File: src/rtl/fast_pkg.sv
// Shared types and constants for the FAST corner engine: FSM states, the
// radius-3 Bresenham circle offset table and the circular run-length helper.
package fast_pkg;

  typedef enum logic [2:0] {
    ST_IDLE,
    ST_WAIT_GAUS,
    ST_FETCH,
    ST_CAPTURE,
    ST_EVAL,
    ST_WRITE,
    ST_DONE
  } state_t;

  localparam int NUM_CIRCLE = 16;
  localparam int RADIUS     = 3;
  localparam int FETCH_LAST = NUM_CIRCLE;  // read index of the last circle pixel
  localparam int FIDX_W     = 5;
  localparam int ARC_W      = 5;
  localparam int SCORE_MARGIN = 4;         // score needs PIXEL_W + 4 bits for 16 terms

  typedef logic signed [2:0] off_t;

  localparam off_t CIRC_DX [NUM_CIRCLE] = '{
    3'sd0, 3'sd1, 3'sd2, 3'sd3, 3'sd3, 3'sd3, 3'sd2, 3'sd1,
    3'sd0, -3'sd1, -3'sd2, -3'sd3, -3'sd3, -3'sd3, -3'sd2, -3'sd1
  };
  localparam off_t CIRC_DY [NUM_CIRCLE] = '{
    -3'sd3, -3'sd3, -3'sd2, -3'sd1, 3'sd0, 3'sd1, 3'sd2, 3'sd3,
    3'sd3, 3'sd3, 3'sd2, 3'sd1, 3'sd0, -3'sd1, -3'sd2, -3'sd3
  };

  // Longest run of ones around the circle; walking the mask twice catches
  // runs that wrap from index 15 back to 0.
  function automatic logic [ARC_W-1:0] longest_run(input logic [NUM_CIRCLE-1:0] m);
    logic [ARC_W-1:0] run;
    logic [ARC_W-1:0] best;
    run  = '0;
    best = '0;
    if (&m) begin
      best = ARC_W'(NUM_CIRCLE);
    end else begin
      for (int i = 0; i < 2 * NUM_CIRCLE; i++) begin
        if (m[i[3:0]]) begin
          run = run + 5'd1;
          if (run > best) best = run;
        end else begin
          run = '0;
        end
      end
    end
    return best;
  endfunction

endpackage

File: src/rtl/fast_arc_eval.sv
// Combinational segment test: classifies the 16 circle pixels against the
// centre and returns the thresholded score, or 0 when no arc is long enough.
module fast_arc_eval
  import fast_pkg::*;
#(
  parameter int PIXEL_W = 8,
  parameter int SCORE_W = 12
) (
  input  logic [PIXEL_W-1:0]                 c,
  input  logic [NUM_CIRCLE-1:0][PIXEL_W-1:0] p,
  input  logic [PIXEL_W-1:0]                 t,
  input  logic [ARC_W-1:0]                   arc_min,
  output logic [SCORE_W-1:0]                 score
);

  localparam int EW = PIXEL_W + 1;

  logic [NUM_CIRCLE-1:0]              bright;
  logic [NUM_CIRCLE-1:0]              dark;
  logic [NUM_CIRCLE-1:0][SCORE_W-1:0] excess;
  logic [SCORE_W-1:0]                 sum;
  logic [ARC_W-1:0]                   arc_eff;
  logic [ARC_W-1:0]                   bright_run;
  logic [ARC_W-1:0]                   dark_run;
  logic                               corner;

  logic [EW-1:0] ce;
  logic [EW-1:0] te;
  assign ce = EW'(c);
  assign te = EW'(t);

  for (genvar gi = 0; gi < NUM_CIRCLE; gi++) begin : g_pix
    logic [EW-1:0] pe;
    logic [EW-1:0] diff;
    assign pe         = EW'(p[gi]);
    assign bright[gi] = pe > (ce + te);
    assign dark[gi]   = (pe + te) < ce;
    assign diff       = (pe >= ce) ? (pe - ce) : (ce - pe);
    assign excess[gi] = (diff > te) ? SCORE_W'(diff - te) : '0;
  end

  always_comb begin
    sum = '0;
    for (int i = 0; i < NUM_CIRCLE; i++) begin
      sum = sum + excess[i];
    end
  end

  assign bright_run = longest_run(bright);
  assign dark_run   = longest_run(dark);
  assign arc_eff    = (arc_min == '0) ? ARC_W'(1) : arc_min;
  assign corner     = (bright_run >= arc_eff) || (dark_run >= arc_eff);
  assign score      = corner ? sum : '0;

endmodule

File: src/rtl/fast_corner_engine.sv
// Raster-scan FAST corner engine: paces pixels on Gaussian progress, fetches
// centre + 16-pixel circle, scores it and writes one result per pixel.
module fast_corner_engine
  import fast_pkg::*;
#(
  parameter int X_MAX   = 10,
  parameter int Y_MAX   = 10,
  parameter int PIXEL_W = 8,
  parameter int SCORE_W = 12,
  parameter int CNT_W   = 16
) (
  input  logic                   clk,
  input  logic                   rst,
  input  logic                   new_trans,
  input  logic [$clog2(X_MAX):0] max_x,
  input  logic [$clog2(Y_MAX):0] max_y,
  input  logic [PIXEL_W-1:0]     threshold,
  input  logic [ARC_W-1:0]       arc_min,
  input  logic                   gaus_sample_flag,
  input  logic                   gaus_done,
  output logic                   read_SRAM2,
  output logic [$clog2(X_MAX):0] x_addr,
  output logic [$clog2(Y_MAX):0] y_addr,
  input  logic [PIXEL_W-1:0]     SRAM_in,
  output logic                   write_SRAM4,
  output logic [$clog2(X_MAX):0] x_addr4,
  output logic [$clog2(Y_MAX):0] y_addr4,
  output logic [SCORE_W-1:0]     corner_score,
  output logic                   busy,
  output logic                   done,
  output logic [CNT_W-1:0]       corner_count
);

  localparam int XW     = $clog2(X_MAX) + 1;
  localparam int YW     = $clog2(Y_MAX) + 1;
  localparam int SAMP_W = $clog2(X_MAX * Y_MAX + 1);
  localparam int PROD_W = XW + YW + 1;
  localparam logic [XW-1:0] X_LIM = XW'(X_MAX);
  localparam logic [YW-1:0] Y_LIM = YW'(Y_MAX);

  state_t                             state_q, state_d;
  logic [XW-1:0]                      x_q, x_d, mx_q, mx_d;
  logic [YW-1:0]                      y_q, y_d, my_q, my_d;
  logic [PIXEL_W-1:0]                 thr_q, thr_d;
  logic [ARC_W-1:0]                   arc_q, arc_d;
  logic [SAMP_W-1:0]                  samp_q, samp_d;
  logic [FIDX_W-1:0]                  fidx_q, fidx_d;
  logic [PIXEL_W-1:0]                 c_q, c_d;
  logic [NUM_CIRCLE-1:0][PIXEL_W-1:0] pix_q, pix_d;
  logic                               rd_q, rd_d, wr_q, wr_d;
  logic [XW-1:0]                      xa_q, xa_d, xa4_q, xa4_d;
  logic [YW-1:0]                      ya_q, ya_d, ya4_q, ya4_d;
  logic [SCORE_W-1:0]                 score_q, score_d;
  logic                               busy_q, busy_d, done_q, done_d;
  logic [CNT_W-1:0]                   cnt_q, cnt_d;

  logic [SCORE_W-1:0] eval_score;
  logic [YW:0]        rows_need;
  logic [PROD_W-1:0]  need, limit;
  logic               gate_ok;
  logic               row_end, last_px;
  logic [XW-1:0]      nx;
  logic [YW-1:0]      ny;
  logic [3:0]         circ_idx;
  off_t               dx, dy;

  function automatic logic is_border(input logic [XW-1:0] x, input logic [YW-1:0] y,
                                     input logic [XW-1:0] mx, input logic [YW-1:0] my);
    return (x < XW'(RADIUS)) || (y < YW'(RADIUS)) ||
           (({1'b0, x} + (XW+1)'(RADIUS)) >= {1'b0, mx}) ||
           (({1'b0, y} + (YW+1)'(RADIUS)) >= {1'b0, my});
  endfunction

  fast_arc_eval #(
    .PIXEL_W (PIXEL_W),
    .SCORE_W (SCORE_W)
  ) u_arc_eval (
    .c       (c_q),
    .p       (pix_q),
    .t       (thr_q),
    .arc_min (arc_q),
    .score   (eval_score)
  );

  // A pixel may start once the rows down to y+3 have been filtered.
  assign rows_need = (({1'b0, y_q} + (YW+1)'(RADIUS + 1)) < {1'b0, my_q}) ?
                     ({1'b0, y_q} + (YW+1)'(RADIUS + 1)) : {1'b0, my_q};
  assign need      = PROD_W'(rows_need) * PROD_W'(mx_q);
  assign limit     = PROD_W'(my_q) * PROD_W'(mx_q);
  assign gate_ok   = gaus_done || (PROD_W'(samp_q) >= need);

  assign row_end = (x_q == mx_q - 1'b1);
  assign last_px = row_end && (y_q == my_q - 1'b1);
  assign nx      = row_end ? '0 : x_q + 1'b1;
  assign ny      = row_end ? y_q + 1'b1 : y_q;

  always_comb begin
    state_d  = state_q;
    x_d      = x_q;
    y_d      = y_q;
    mx_d     = mx_q;
    my_d     = my_q;
    thr_d    = thr_q;
    arc_d    = arc_q;
    samp_d   = samp_q;
    fidx_d   = fidx_q;
    c_d      = c_q;
    pix_d    = pix_q;
    cnt_d    = cnt_q;
    score_d  = '0;
    circ_idx = '0;
    dx       = '0;
    dy       = '0;

    if (state_q == ST_IDLE) begin
      if (new_trans) begin
        // Zero size is lifted to 1 so the scan always reaches a last pixel.
        mx_d    = (max_x > X_LIM) ? X_LIM : ((max_x == '0) ? XW'(1) : max_x);
        my_d    = (max_y > Y_LIM) ? Y_LIM : ((max_y == '0) ? YW'(1) : max_y);
        thr_d   = threshold;
        arc_d   = arc_min;
        samp_d  = gaus_sample_flag ? SAMP_W'(1) : '0;
        cnt_d   = '0;
        x_d     = '0;
        y_d     = '0;
        state_d = ST_WAIT_GAUS;
      end
    end else if (gaus_sample_flag && (PROD_W'(samp_q) < limit)) begin
      samp_d = samp_q + 1'b1;
    end

    case (state_q)
      ST_WAIT_GAUS: begin
        if (is_border(x_q, y_q, mx_q, my_q)) begin
          state_d = ST_WRITE;
        end else if (gate_ok) begin
          fidx_d  = '0;
          state_d = ST_FETCH;
        end
      end
      ST_FETCH: begin
        // SRAM_in carries the datum requested one cycle earlier.
        if (fidx_q == FIDX_W'(1)) begin
          c_d = SRAM_in;
        end else if (fidx_q >= FIDX_W'(2)) begin
          pix_d[fidx_q[3:0] - 4'd2] = SRAM_in;
        end
        if (fidx_q == FIDX_W'(FETCH_LAST)) begin
          state_d = ST_CAPTURE;
        end else begin
          fidx_d = fidx_q + 1'b1;
        end
      end
      ST_CAPTURE: begin
        pix_d[NUM_CIRCLE-1] = SRAM_in;
        state_d             = ST_EVAL;
      end
      ST_EVAL: begin
        score_d = eval_score;
        state_d = ST_WRITE;
      end
      ST_WRITE: begin
        if ((score_q != '0) && !(&cnt_q)) begin
          cnt_d = cnt_q + 1'b1;
        end
        if (last_px) begin
          state_d = ST_DONE;
        end else begin
          x_d     = nx;
          y_d     = ny;
          state_d = is_border(nx, ny, mx_q, my_q) ? ST_WRITE : ST_WAIT_GAUS;
        end
      end
      ST_DONE: state_d = ST_IDLE;
      default: ;
    endcase

    // Outputs are registered from the next state so they line up with it.
    busy_d = (state_d != ST_IDLE);
    done_d = (state_d == ST_DONE);
    rd_d   = (state_d == ST_FETCH);
    wr_d   = (state_d == ST_WRITE);
    xa_d   = '0;
    ya_d   = '0;
    xa4_d  = '0;
    ya4_d  = '0;
    if (rd_d) begin
      if (fidx_d == '0) begin
        xa_d = x_d;
        ya_d = y_d;
      end else begin
        circ_idx = fidx_d[3:0] - 4'd1;
        dx       = CIRC_DX[circ_idx];
        dy       = CIRC_DY[circ_idx];
        xa_d     = x_d + {{(XW-3){dx[2]}}, dx};
        ya_d     = y_d + {{(YW-3){dy[2]}}, dy};
      end
    end
    if (wr_d) begin
      xa4_d = x_d;
      ya4_d = y_d;
    end
  end

  always_ff @(posedge clk) begin
    if (rst) begin
      state_q <= ST_IDLE;
      x_q     <= '0;
      y_q     <= '0;
      mx_q    <= '0;
      my_q    <= '0;
      thr_q   <= '0;
      arc_q   <= '0;
      samp_q  <= '0;
      fidx_q  <= '0;
      c_q     <= '0;
      pix_q   <= '0;
      rd_q    <= 1'b0;
      wr_q    <= 1'b0;
      xa_q    <= '0;
      ya_q    <= '0;
      xa4_q   <= '0;
      ya4_q   <= '0;
      score_q <= '0;
      busy_q  <= 1'b0;
      done_q  <= 1'b0;
      cnt_q   <= '0;
    end else begin
      state_q <= state_d;
      x_q     <= x_d;
      y_q     <= y_d;
      mx_q    <= mx_d;
      my_q    <= my_d;
      thr_q   <= thr_d;
      arc_q   <= arc_d;
      samp_q  <= samp_d;
      fidx_q  <= fidx_d;
      c_q     <= c_d;
      pix_q   <= pix_d;
      rd_q    <= rd_d;
      wr_q    <= wr_d;
      xa_q    <= xa_d;
      ya_q    <= ya_d;
      xa4_q   <= xa4_d;
      ya4_q   <= ya4_d;
      score_q <= score_d;
      busy_q  <= busy_d;
      done_q  <= done_d;
      cnt_q   <= cnt_d;
    end
  end

  assign read_SRAM2   = rd_q;
  assign x_addr       = xa_q;
  assign y_addr       = ya_q;
  assign write_SRAM4  = wr_q;
  assign x_addr4      = xa4_q;
  assign y_addr4      = ya4_q;
  assign corner_score = score_q;
  assign busy         = busy_q;
  assign done         = done_q;
  assign corner_count = cnt_q;

endmodule
File: config.mk
export PLATFORM = sky130hd
export DESIGN_NAME = fast_corner_engine
export DESIGN_NICKNAME = d
export VERILOG_FILES = /design/src/rtl/fast_pkg.sv /design/src/rtl/fast_arc_eval.sv /design/src/rtl/fast_corner_engine.sv
export SDC_FILE = /design/constraint.sdc
export NUM_CORES = 2
export LEC_CHECK = 0
export ABC_AREA = 1
export CELL_PAD_IN_SITES_DETAIL_PLACEMENT = 0
export CELL_PAD_IN_SITES_GLOBAL_PLACEMENT = 1
export CORE_ASPECT_RATIO = 1.2
export CORE_MARGIN = 4
export CORE_UTILIZATION = 40
export CTS_CLUSTER_SIZE = 14
export DETAILED_ROUTE_END_ITERATION = 6
export HOLD_SLACK_MARGIN = 0.1
export PLACE_DENSITY_LB_ADDON = 0.1
export SLEW_MARGIN = 20
export SYNTH_ARGS = -nofsm -noshare
export SYNTH_HDL_FRONTEND = slang
export SYNTH_HIERARCHICAL = 1
export SYNTH_SLANG_ARGS = --single-unit
File: constraint.sdc
create_clock -name clk -period 126 [get_ports clk]
set_input_delay 25.2 -clock clk [delete_from_list [all_inputs] [get_ports clk]]
set_output_delay 25.2 -clock clk [all_outputs]
set_load 0.01 [all_outputs]
==> out/qor.csv <==
stage;metric;value;unit
run_status;status;finished clean;
route;wl_per_cell;18.71;um
setup_path;r2r_slack;76140;ps
setup_path;crit_family;compound AO/OA/AOI/OAI gates;
timing;max_freq;20.06;MHz
global_routing;grt_antenna_before_repair;11;
route;routed_wl;210300;um
setup_path;start_kind;flip-flop;
yosys;yosysTopAreaCell;ha_1;
worst_hold_path;hold_path.class;flip-flop to flip-flop;
yosys;synth_edf_count;0;
setup_path;crit_slowest_cell;xor2_2;
route;antenna_left;0;
timing;drv_slew;0;
timing;slew_headroom;29.11;%
clock_network;tritoncts;yes;
placed_design;dp.cells;11170;
global_routing;grt_overflow;0;
yosys;synth-compound-area-share;16.07;%
die;die_y;428.4;um
global_routing;grt_pass1_wl;324800;um
die;initial_core_util;40.18;%
die;dieArea;0.1535;mm2
timing;rsz0062_at_grt;false;
job;drv_cap;0;
placed_design;dp_hpwl;174600;um
yosys;synth_area_leaders;ha_1 25%, nand2_1 12%, inv_1 11%;
clock_network;cts_hold_buf;0;
route;drt_pass1_iterations;6;
setup_path;crit_path_max_incr_delay;650;ps
timing;hold_viol;0;
setup_path;path_buf_inv;47;
yosys;async_flop_share;0;%
yosys;yosysTopAreaCellShare;24.66;%
clock_network;cts_resized;0;
yosys;synth-main-ff-cell;dfxtp_1;
setup_path;cp.required;126470;ps
route;drt_iter0_markers;3628;
setup_path;endpoint;corner_score[10];
yosys;syn_area_per_cell;6.433;um2
yosys;yosysWarnings;6;
global_routing;grt_util_all_layers;26.73;%
timing;fin_crit;49860;ps
setup_path;critPathKind;flip-flop to flip-flop;
setup_path;crit_path_max_fanout;18;
yosys;yosys.cell_types.count;79;
yosys;synthMuxAreaShare;0.4502;%
setup_path;worstRegToRegCells;283;
setup_path;crit_path_start;c_q[0];
global_routing;grt_pass1_vias;57350;
clock_network;path_clk_slew;60;ps
layout;area_growth;7.989;%
clock_network;cts_buffer_depth;3;
die;dieWidth;358.4;um
setup_path;worstReg2RegStart;c_q[0];
clock_network;post-cts-setup-buffer-count;0;
placed_design;placement.io_buffers;87;
timing;setup_viol;0;
yosys;seq_area_frac_synth;8.019;%
layout;fin_nets;10680;
yosys;synth_simple_gate_area_share;27.08;%
timing;skew;80.58;ps
yosys;synth_fa_ha_area_share;32.33;%
die;core-area;0.1466;mm2
setup_path;end_kind;flip-flop;
layout;drive_gt1_share;4.968;%
setup_path;timing.rr.end;corner_score[10];
clock_network;clock_latency;620;ps
setup_path;path_common_cell;nor2_1;
yosys;syn_area;0.05892;mm2
clock_network;cts.sinks;236;
yosys;netlist_instances;9158;
clock_network;cts_made_buffers;35;
yosys;synth_xor_area_share;4.039;%
route;route.detailed.drc;0;
route;via_per_inst;5.242;
yosys;synth_top_family_by_area;adder cells;
global_routing;grt_max_degree;95;
clock_network;cts_root_buf;clkbuf_16;
die;num_rows;154;
yosys;ys_seq_elements;236;
route;vias;58910;
clock_network;ctsHtreeMaxLevel;2;
setup_path;arrival;50330;ps
setup_path;path_depth;283;
layout;n_fill_cell;15800;
timing;worst_pin_slew;1055;ps
placed_design;routabilityCongestion;0.8985;
layout;instances_no_fill;11240;
timing;period_share;39.57;%
die;ios;88;
timing;tns;0;ps
Yosys cell counts (all sizes together) (5+ instances only):
master and count:
o211ai 63, o41ai 7, nor2 1045, xor2 173
o31ai 5, clkinv 9, o21bai 36, ha 1161
a211oi 26, o21ai 637, dfxtp 236, a2111oi 56
and2 7, nor4 30, nand4 109, nand3 399
inv 1732, o22ai 17, nor3b 10, nor3 133
mux2i 22, a21boi 10, or2 55, buf 27
nand3b 37, clkbuf 92, a31oi 35, o221ai 20
xnor2 97, o221a 7, a221oi 22, nand2 1916
o311ai 12, fa 226, o21a 49, a21o 31
a21oi 573, a32oi 5
how the worst min path moves through the flow:
stage             start  cells past startpoint        to  slack [ps]
2_1_floorplan  arc_q[1]                      2  arc_q[1]         450
3_3_place_gp   thr_q[7]                      2  thr_q[7]         460
3_5_place_dp   thr_q[7]                      2  thr_q[7]         460
4_1_cts        thr_q[7]                      2  thr_q[7]         470
5_1_grt        arc_q[1]                      2  arc_q[1]         510
6_report       arc_q[3]                      2  arc_q[3]         470
layout make-up:
type	instances	area, um2	area share [%]
repair buffers	165	1431	2.250
clock inverters	24	295.3	0.4641
clock buffers	40	934.6	1.469
well taps	1950	2440	3.835
multi-input cells	7073	47220	74.22
flip-flops and latches	236	4731	7.435
inverters	1741	6549	10.29
diodes	9	22.52	0.03540
tightest hold or removal path, stage by stage, from the launching register on:
cell,delay [ps]
dfxtp_1,310
nand2_1,60
a21oi_1,60
through the flow:
| step | worst slack [ps] | utilization, % | instance area [um2] | hold slack, ps |
|---|---|---|---|---|
| 2_1_floorplan | 81530 | - | 58960 | 445.3 |
| 3_3_place_gp | 76100 | 42.53 | 62370 | 457.7 |
| 3_5_place_dp | 76380 | 42.54 | 62370 | 461.0 |
| 4_1_cts | 76190 | 43.38 | 63600 | 471.1 |
| 5_1_grt | 70560 | 43.38 | 63610 | 505.1 |
| 6_report | 76140 | 43.39 | 63620 | 472.7 |
routing by layer:
layer / part of all wire (%) / GRT usage [%] / wire length [um] / vias to the layer above
li1: - / - / - / 30100
met1: 44 / 33.62 / 92700 / 27380
met2: 49 / 47.56 / 102100 / 1119
met3: 3.6 / 2.348 / 7607 / 304
met4: 3.7 / 9.029 / 7847 / 8
met5: 0.024 / 0 / 50 / -
layout by cell type (no fill, tap or decap), types with 63 or more instances in the layout:
master and n:
nand2_1 1849, inv_1 1655, ha_1 1161, nor2_1 996, a21oi_1 560, o21ai_0 544, nand3_1 387, dfxtp_1 233
fa_1 226, xor2_1 168, nor3_1 130, nand4_1 103, xnor2_1 96, o21ai_1 85, clkdlybuf4s50_1 82, buf_4 78
inv_2 69, o211ai_1 63
cell families after synthesis:
| family | Yosys count |
|---|---|
| adders and majority gates | 1387 |
| xor gates and xnor gates | 270 |
| muxes | 26 |
| buffers and inverters | 1860 |
| and+or+nand+nor | 3742 |
| other | 4 |
| DFF | 236 |
| AOI/OAI and AO/OA | 1633 |
flip-flops by register name, summed over array words and instances (netlist names), 7 cells and up:
name / flops
pix_q: 128
corner_count: 16
corner_score: 12
c_q: 8
thr_q: 8
samp_q: 7
Power is left out: the tool's default activity adds up to more than one toggle a clock period on the data nets, which glitch-free logic cannot reach.
